File: src/rtl/semafor_pkg.sv
// rtl/semafor_pkg.sv - shared state encoding and default timings for the approach controllers
package semafor_pkg;

  typedef enum logic [2:0] {
    ST_IDLE    = 3'd0,
    ST_GALBEN  = 3'd1,
    ST_VERDE   = 3'd2,
    ST_PIETON  = 3'd3,
    ST_CLIPIRE = 3'd4,
    ST_DONE    = 3'd5,
    ST_MENT    = 3'd6
  } stare_t;

  localparam logic [23:0] SEC_DEFAULT       = 24'd10000000;
  localparam logic [7:0]  T_GALBEN_DEFAULT  = 8'd2;
  localparam logic [7:0]  T_VERDE_DEFAULT   = 8'd26;
  localparam logic [7:0]  T_PIETON_DEFAULT  = 8'd10;
  localparam logic [7:0]  T_CLIPIRE_DEFAULT = 8'd4;

endpackage

File: src/rtl/prescaler_sec.sv
// rtl/prescaler_sec.sv - one-second tick generator with synchronous restart
module prescaler_sec #(
  parameter logic [23:0] SEC = semafor_pkg::SEC_DEFAULT
) (
  input  logic clk,
  input  logic reset,
  input  logic clr,
  output logic tick
);

  logic [23:0] cnt_q;

  // Tick is decoded from the count alone so callers may use it to build clr
  assign tick = (cnt_q == (SEC - 24'd1));

  // Count cycles within the current second; restart on clear or wrap
  always_ff @(posedge clk or negedge reset) begin
    if (!reset) begin
      cnt_q <= 24'd0;
    end else if (clr || tick) begin
      cnt_q <= 24'd0;
    end else begin
      cnt_q <= cnt_q + 24'd1;
    end
  end

endmodule

File: src/rtl/modul_s_pietoni.sv
// rtl/modul_s_pietoni.sv - south approach light controller with pedestrian phase
module modul_s_pietoni import semafor_pkg::*; #(
  parameter logic [23:0] SEC       = SEC_DEFAULT,
  parameter logic [7:0]  T_GALBEN  = T_GALBEN_DEFAULT,
  parameter logic [7:0]  T_VERDE   = T_VERDE_DEFAULT,
  parameter logic [7:0]  T_PIETON  = T_PIETON_DEFAULT,
  parameter logic [7:0]  T_CLIPIRE = T_CLIPIRE_DEFAULT
) (
  input  logic clk,
  input  logic reset,
  input  logic intretinere,
  input  logic Continuare_n_s,
  input  logic buton_pieton,
  output logic Continuare_s_v,
  output logic Verde_auto_S,
  output logic Galben_auto_S,
  output logic Rosu_auto_S,
  output logic Verde_pieton_S,
  output logic Rosu_pieton_S
);

  stare_t     state_q, state_d;
  logic       cont_prev_q;
  logic       buton_prev_q;
  logic       cerere_q;
  logic       blink_q;
  logic [7:0] faza_q;
  logic       tick;
  logic       schimb;
  logic       cont_edge;
  logic       buton_edge;

  assign cont_edge  = Continuare_n_s & ~cont_prev_q;
  assign buton_edge = buton_pieton & ~buton_prev_q;
  assign schimb     = (state_d != state_q);

  // Every state change restarts the second so each phase lasts whole seconds
  prescaler_sec #(.SEC(SEC)) u_prescaler (
    .clk   (clk),
    .reset (reset),
    .clr   (schimb),
    .tick  (tick)
  );

  // State register
  always_ff @(posedge clk or negedge reset) begin
    if (!reset) state_q <= ST_IDLE;
    else        state_q <= state_d;
  end

  // Next state: maintenance overrides everything, otherwise timed phases
  always_comb begin
    state_d = state_q;
    if (intretinere) begin
      state_d = ST_MENT;
    end else begin
      case (state_q)
        ST_IDLE:    if (cont_edge) state_d = ST_GALBEN;
        ST_GALBEN:  if (tick && faza_q == T_GALBEN - 8'd1) state_d = ST_VERDE;
        ST_VERDE:   if (tick && faza_q == T_VERDE - 8'd1)
                      state_d = cerere_q ? ST_PIETON : ST_DONE;
        ST_PIETON:  if (tick && faza_q == T_PIETON - 8'd1) state_d = ST_CLIPIRE;
        ST_CLIPIRE: if (tick && faza_q == T_CLIPIRE - 8'd1) state_d = ST_DONE;
        ST_DONE:    state_d = ST_IDLE;
        ST_MENT:    state_d = ST_IDLE;
        default:    state_d = ST_IDLE;
      endcase
    end
  end

  // Input edge registers for the handoff and the pedestrian button
  always_ff @(posedge clk or negedge reset) begin
    if (!reset) begin
      cont_prev_q  <= 1'b0;
      buton_prev_q <= 1'b0;
    end else begin
      cont_prev_q  <= Continuare_n_s;
      buton_prev_q <= buton_pieton;
    end
  end

  // Seconds elapsed in the current phase
  always_ff @(posedge clk or negedge reset) begin
    if (!reset)      faza_q <= 8'd0;
    else if (schimb) faza_q <= 8'd0;
    else if (tick)   faza_q <= faza_q + 8'd1;
  end

  // Blink flop: starts lit on CLIPIRE entry, dark elsewhere, toggles per second
  always_ff @(posedge clk or negedge reset) begin
    if (!reset) begin
      blink_q <= 1'b0;
    end else if (schimb) begin
      blink_q <= (state_d == ST_CLIPIRE);
    end else if (tick && (state_q == ST_MENT || state_q == ST_CLIPIRE)) begin
      blink_q <= ~blink_q;
    end
  end

  // Pedestrian request: maintenance clears, a new press beats the PIETON-entry clear
  always_ff @(posedge clk or negedge reset) begin
    if (!reset) begin
      cerere_q <= 1'b0;
    end else if (state_d == ST_MENT) begin
      cerere_q <= 1'b0;
    end else if (buton_edge && state_q != ST_MENT) begin
      cerere_q <= 1'b1;
    end else if (schimb && state_d == ST_PIETON) begin
      cerere_q <= 1'b0;
    end
  end

  // Moore light decode from the state register
  always_comb begin
    Continuare_s_v = 1'b0;
    Verde_auto_S   = 1'b0;
    Galben_auto_S  = 1'b0;
    Rosu_auto_S    = 1'b0;
    Verde_pieton_S = 1'b0;
    Rosu_pieton_S  = 1'b1;
    case (state_q)
      ST_IDLE:    Rosu_auto_S = 1'b1;
      ST_GALBEN:  Galben_auto_S = 1'b1;
      ST_VERDE:   Verde_auto_S = 1'b1;
      ST_PIETON: begin
        Rosu_auto_S    = 1'b1;
        Verde_pieton_S = 1'b1;
        Rosu_pieton_S  = 1'b0;
      end
      ST_CLIPIRE: begin
        Rosu_auto_S    = 1'b1;
        Verde_pieton_S = blink_q;
        Rosu_pieton_S  = 1'b0;
      end
      ST_DONE: begin
        Rosu_auto_S    = 1'b1;
        Continuare_s_v = 1'b1;
      end
      ST_MENT: begin
        Galben_auto_S = blink_q;
        Rosu_pieton_S = 1'b0;
      end
      default:    Rosu_auto_S = 1'b1;
    endcase
  end

endmodule
File: config.mk
export PLATFORM = sky130hd
export DESIGN_NAME = modul_s_pietoni
export DESIGN_NICKNAME = d
export VERILOG_FILES = /design/src/rtl/semafor_pkg.sv /design/src/rtl/prescaler_sec.sv /design/src/rtl/modul_s_pietoni.sv
export SDC_FILE = /design/constraint.sdc
export NUM_CORES = 1
export LEC_CHECK = 0
export CORE_MARGIN = 1.5
export CORE_UTILIZATION = 40
export DETAILED_ROUTE_END_ITERATION = 7
export HOLD_SLACK_MARGIN = 0.02
export PLACE_DENSITY = 0.54
export SETUP_SLACK_MARGIN = 0.5
export SYNTH_ARGS = -nofsm -noshare
export SYNTH_HDL_FRONTEND = slang
export SYNTH_HIERARCHICAL = 1
export SYNTH_SLANG_ARGS = --single-unit
File: constraint.sdc
create_clock -name clk -period 8.6 [get_ports clk]
set_input_delay 1.72 -clock clk [delete_from_list [all_inputs] [get_ports clk]]
set_output_delay 1.72 -clock clk [all_outputs]
set_load 0.02 [all_outputs]
==> flow_summary.yaml <==
min_path:
  min_from: "u_prescaler/cnt_q[0]$_DFF_PN0_"
  hold_end: "u_prescaler/cnt_q[0]$_DFF_PN0_"
  hold_path.class: "reg -> reg"
  hold_path_depth: 1
clock_network:
  cts_root_buf: "clkbuf_8"
  hold_buffers: 0
  cts_buffers: 5
  clk_pin_slew_worst_paths_ns: 0.08
  h-tree-depth: 2
  clk_latency_ns: 0.30
  cts_sinks: 39
  post_cts_buffers: 0
  cts_tree: "built"
  clock_path_buffers: 2
  cts_resized: 0
placed_design:
  place.gp.congestion: 0.8182
  hpwl_um: 3214
  port_buffers: 10
  place_area_sq_um: 2406
setup_path:
  setup.worst_path.class: "reg -> out"
  r2r_start: "u_prescaler/cnt_q[0]$_DFF_PN0_"
  endpoint_kind: "output pin"
  critPathMaxFanout: 13
  start_kind: "flip-flop"
  r2r-end: "u_prescaler/cnt_q[15]$_DFF_PN0_"
  cp.required_ns: 6.88
  ff2ff_setup_slack_ns: 5.48
  worstPathArrival_ns: 2.14
  r2r_cells: 14
sta:
  drv_slew: 0
  maxSlewHeadroom: 0.4112
  fin_skew_ns: 0.005354
  period_needed_ns: 3.857
  worstMarginPinSlew_ns: 0.8832
  hold_ws_ns: 0.5200
  setup_viol: 0
  fmax_ghz: 0.2592
  rsz0062_at_grt: "no"
  final_hold_viol_count: 0
  finalCritPeriodShare: 0.4485
  final.setup.tns_ns: 0
finish:
  drive_above_1_share: 0.08527
  mostFrequentLayoutCell: "dfrtp_1"
  syn_to_final_growth_pct: 12.87
  n_fill_cell: 536
  finalInstanceArea_sq_um: 2524
  antenna_cells: 0
  nNetsFinal: 265
  final_cell_mix: "dfrtp_1 (39), nor2_1 (38), nand2_1 (19)"
yosys:
  synth_top_family_by_area: "simple AND/OR/NAND/NOR gates"
  synthesis.nets: 254
  synthTopCellsByArea: "dfrtp_1 (44%), nor2_1 (6.4%), xnor2_1 (4.7%)"
  avgSynthCellArea_sq_um: 9.089
  synth.largest_area_cell: "dfrtp_1"
  synth_top_area_share: 0.4365
  ys_ff_latch: 39
  yosysUniqueCellTypes: 48
  synthXorXnorAreaFrac: 0.08618
  synthFlopType: "dfrtp_1"
  synth_simple_gate_area_frac: 0.2949
  async_flop_share: 1.000
  yosysWarningCount: 6
  synthAdderAreaFrac: 0.01679
  synth_edf_count: 0
  synth_compound_area_frac: 0.1237
  syn-cell-area_sq_um: 2236
  synth_cells: 246
  muxShareOfSynthArea: 0.004477
  yosysSeqAreaShare: 0.4365
power:
  vdd_drop_max_mv: 0.06753
  p_total_uw: 393.6
  power_density_nw_per_um2: 156.0
  leakage_nw: 0.9843
floorplan:
  start_util: 0.4111
  fp.coreArea_sq_um: 5439
  die_area_sq_um: 6047
  ios: 11
  die_y_um: 77.77
  rows: 27
  die_w_um: 77.77
grt:
  grt_max_degree: 40
  antenna_found_initial: 0
  grt_first_pass_wirelength_um: 8135
  grt.overflow.total: 0
  grt_pass1_vias: 1708
  track_usage: 0.1704
detailed_routing:
  drcViolationCount: 0
  post_drt_wl_per_cell_um: 14.18
  drtAntennaViolNets: 0
  first_pass_iters: 4
  drt_iter0_markers: 120
  finalWirelength_um: 4680
  vias: 1761
  post_drt_via_cell_ratio: 5.336
status:
  status: "finished, final reports clean"
run:
  maxCapViolations: 0
==> final cells by class <==
class	count	area [sq um]	area share
clock buffer	6	82.58	0.03272
clock inverter	2	35.03	0.01388
inverter	11	41.29	0.01636
multi-input combinational	187	1181	0.4680
sequential	39	975.9	0.3867
tap	72	90.09	0.03570
timing repair buffer	13	117.6	0.04660
==> power breakdown <==
group | total [mW] | internal (mW) | switching (mW)
logic | 0.0390 | 0.0145 | 0.0245
clock network | 0.162 | 0.0939 | 0.0679
registers | 0.193 | 0.187 | 0.00572
==> flip-flops by register name, summed over array words and instances, names as in the netlist <==
| register | flops |
|---|---|
| u_prescaler/cnt_q | 24 |
| faza_q | 8 |
| state_q | 3 |
| blink_q | 1 |
| buton_prev_q | 1 |
| cerere_q | 1 |
| cont_prev_q | 1 |
==> cell usage after synthesis, drive strengths merged (2+ instances only) <==
| master | n |
|---|---|
| dfrtp | 39 |
| nor2 | 38 |
| nand2 | 19 |
| a21oi | 13 |
| xnor2 | 12 |
| inv | 11 |
| nand3 | 10 |
| nand4 | 10 |
| xor2 | 10 |
| or4 | 9 |
| nor3 | 8 |
| o21ai | 8 |
| clkbuf | 7 |
| or3 | 7 |
| nor4 | 4 |
| o31ai | 4 |
| ha | 3 |
| and3 | 2 |
| and4 | 2 |
| buf | 2 |
| nand2b | 2 |
| nor3b | 2 |
| o211ai | 2 |
| o22ai | 2 |
==> worst max path at each step <==
stage / startpoint / to / slack, ns
3_5_place_dp: Continuare_n_s / u_prescaler/cnt_q[13]$_DFF_PN0_ / 4.85
4_1_cts: state_q[0]$_DFF_PN0_ / Verde_pieton_S / 4.73
2_1_floorplan: Continuare_n_s / u_prescaler/cnt_q[10]$_DFF_PN0_ / 5.23
3_3_place_gp: Continuare_n_s / u_prescaler/cnt_q[3]$_DFF_PN0_ / 4.84
5_1_grt: state_q[0]$_DFF_PN0_ / Verde_pieton_S / 4.62
6_report: state_q[0]$_DFF_PN0_ / Verde_pieton_S / 4.74
==> metal layers <==
layer  vias to the layer above  part of all wire  GRT usage
li1                        901                 -          -
met1                       830              0.54     0.2480
met2                        22              0.42     0.2478
met3                         8             0.030    0.03529
met4                         0             0.018    0.06182
met5                         -                 0          0
==> metrics by stage <==
step | setup slack (ns) | cells | util
final | 4.743 | 330 | 0.4640
after global routing | 4.623 | 330 | 0.4640
after floorplan | 5.227 | 246 | -
after global placement | 4.840 | 322 | 0.4424
after CTS | 4.731 | 330 | 0.4640
after detailed placement | 4.854 | 322 | 0.4424
==> cells by family after synthesis <==
group | count (synthesis)
fa+ha+maj | 3
buf+inv | 20
flops | 39
mux | 1
simple gates | 122
xor+xnor | 22
compound gates | 39
==> critical path: stages (launching register included) <==
cell	delay (ns)
dfrtp_1	0.57
nor2b_1	0.33
nand2_1	0.19
o31ai_1	0.11
clkdlybuf4s50_1	0.64
No activity file was read; power rests on OpenSTA's default activity.
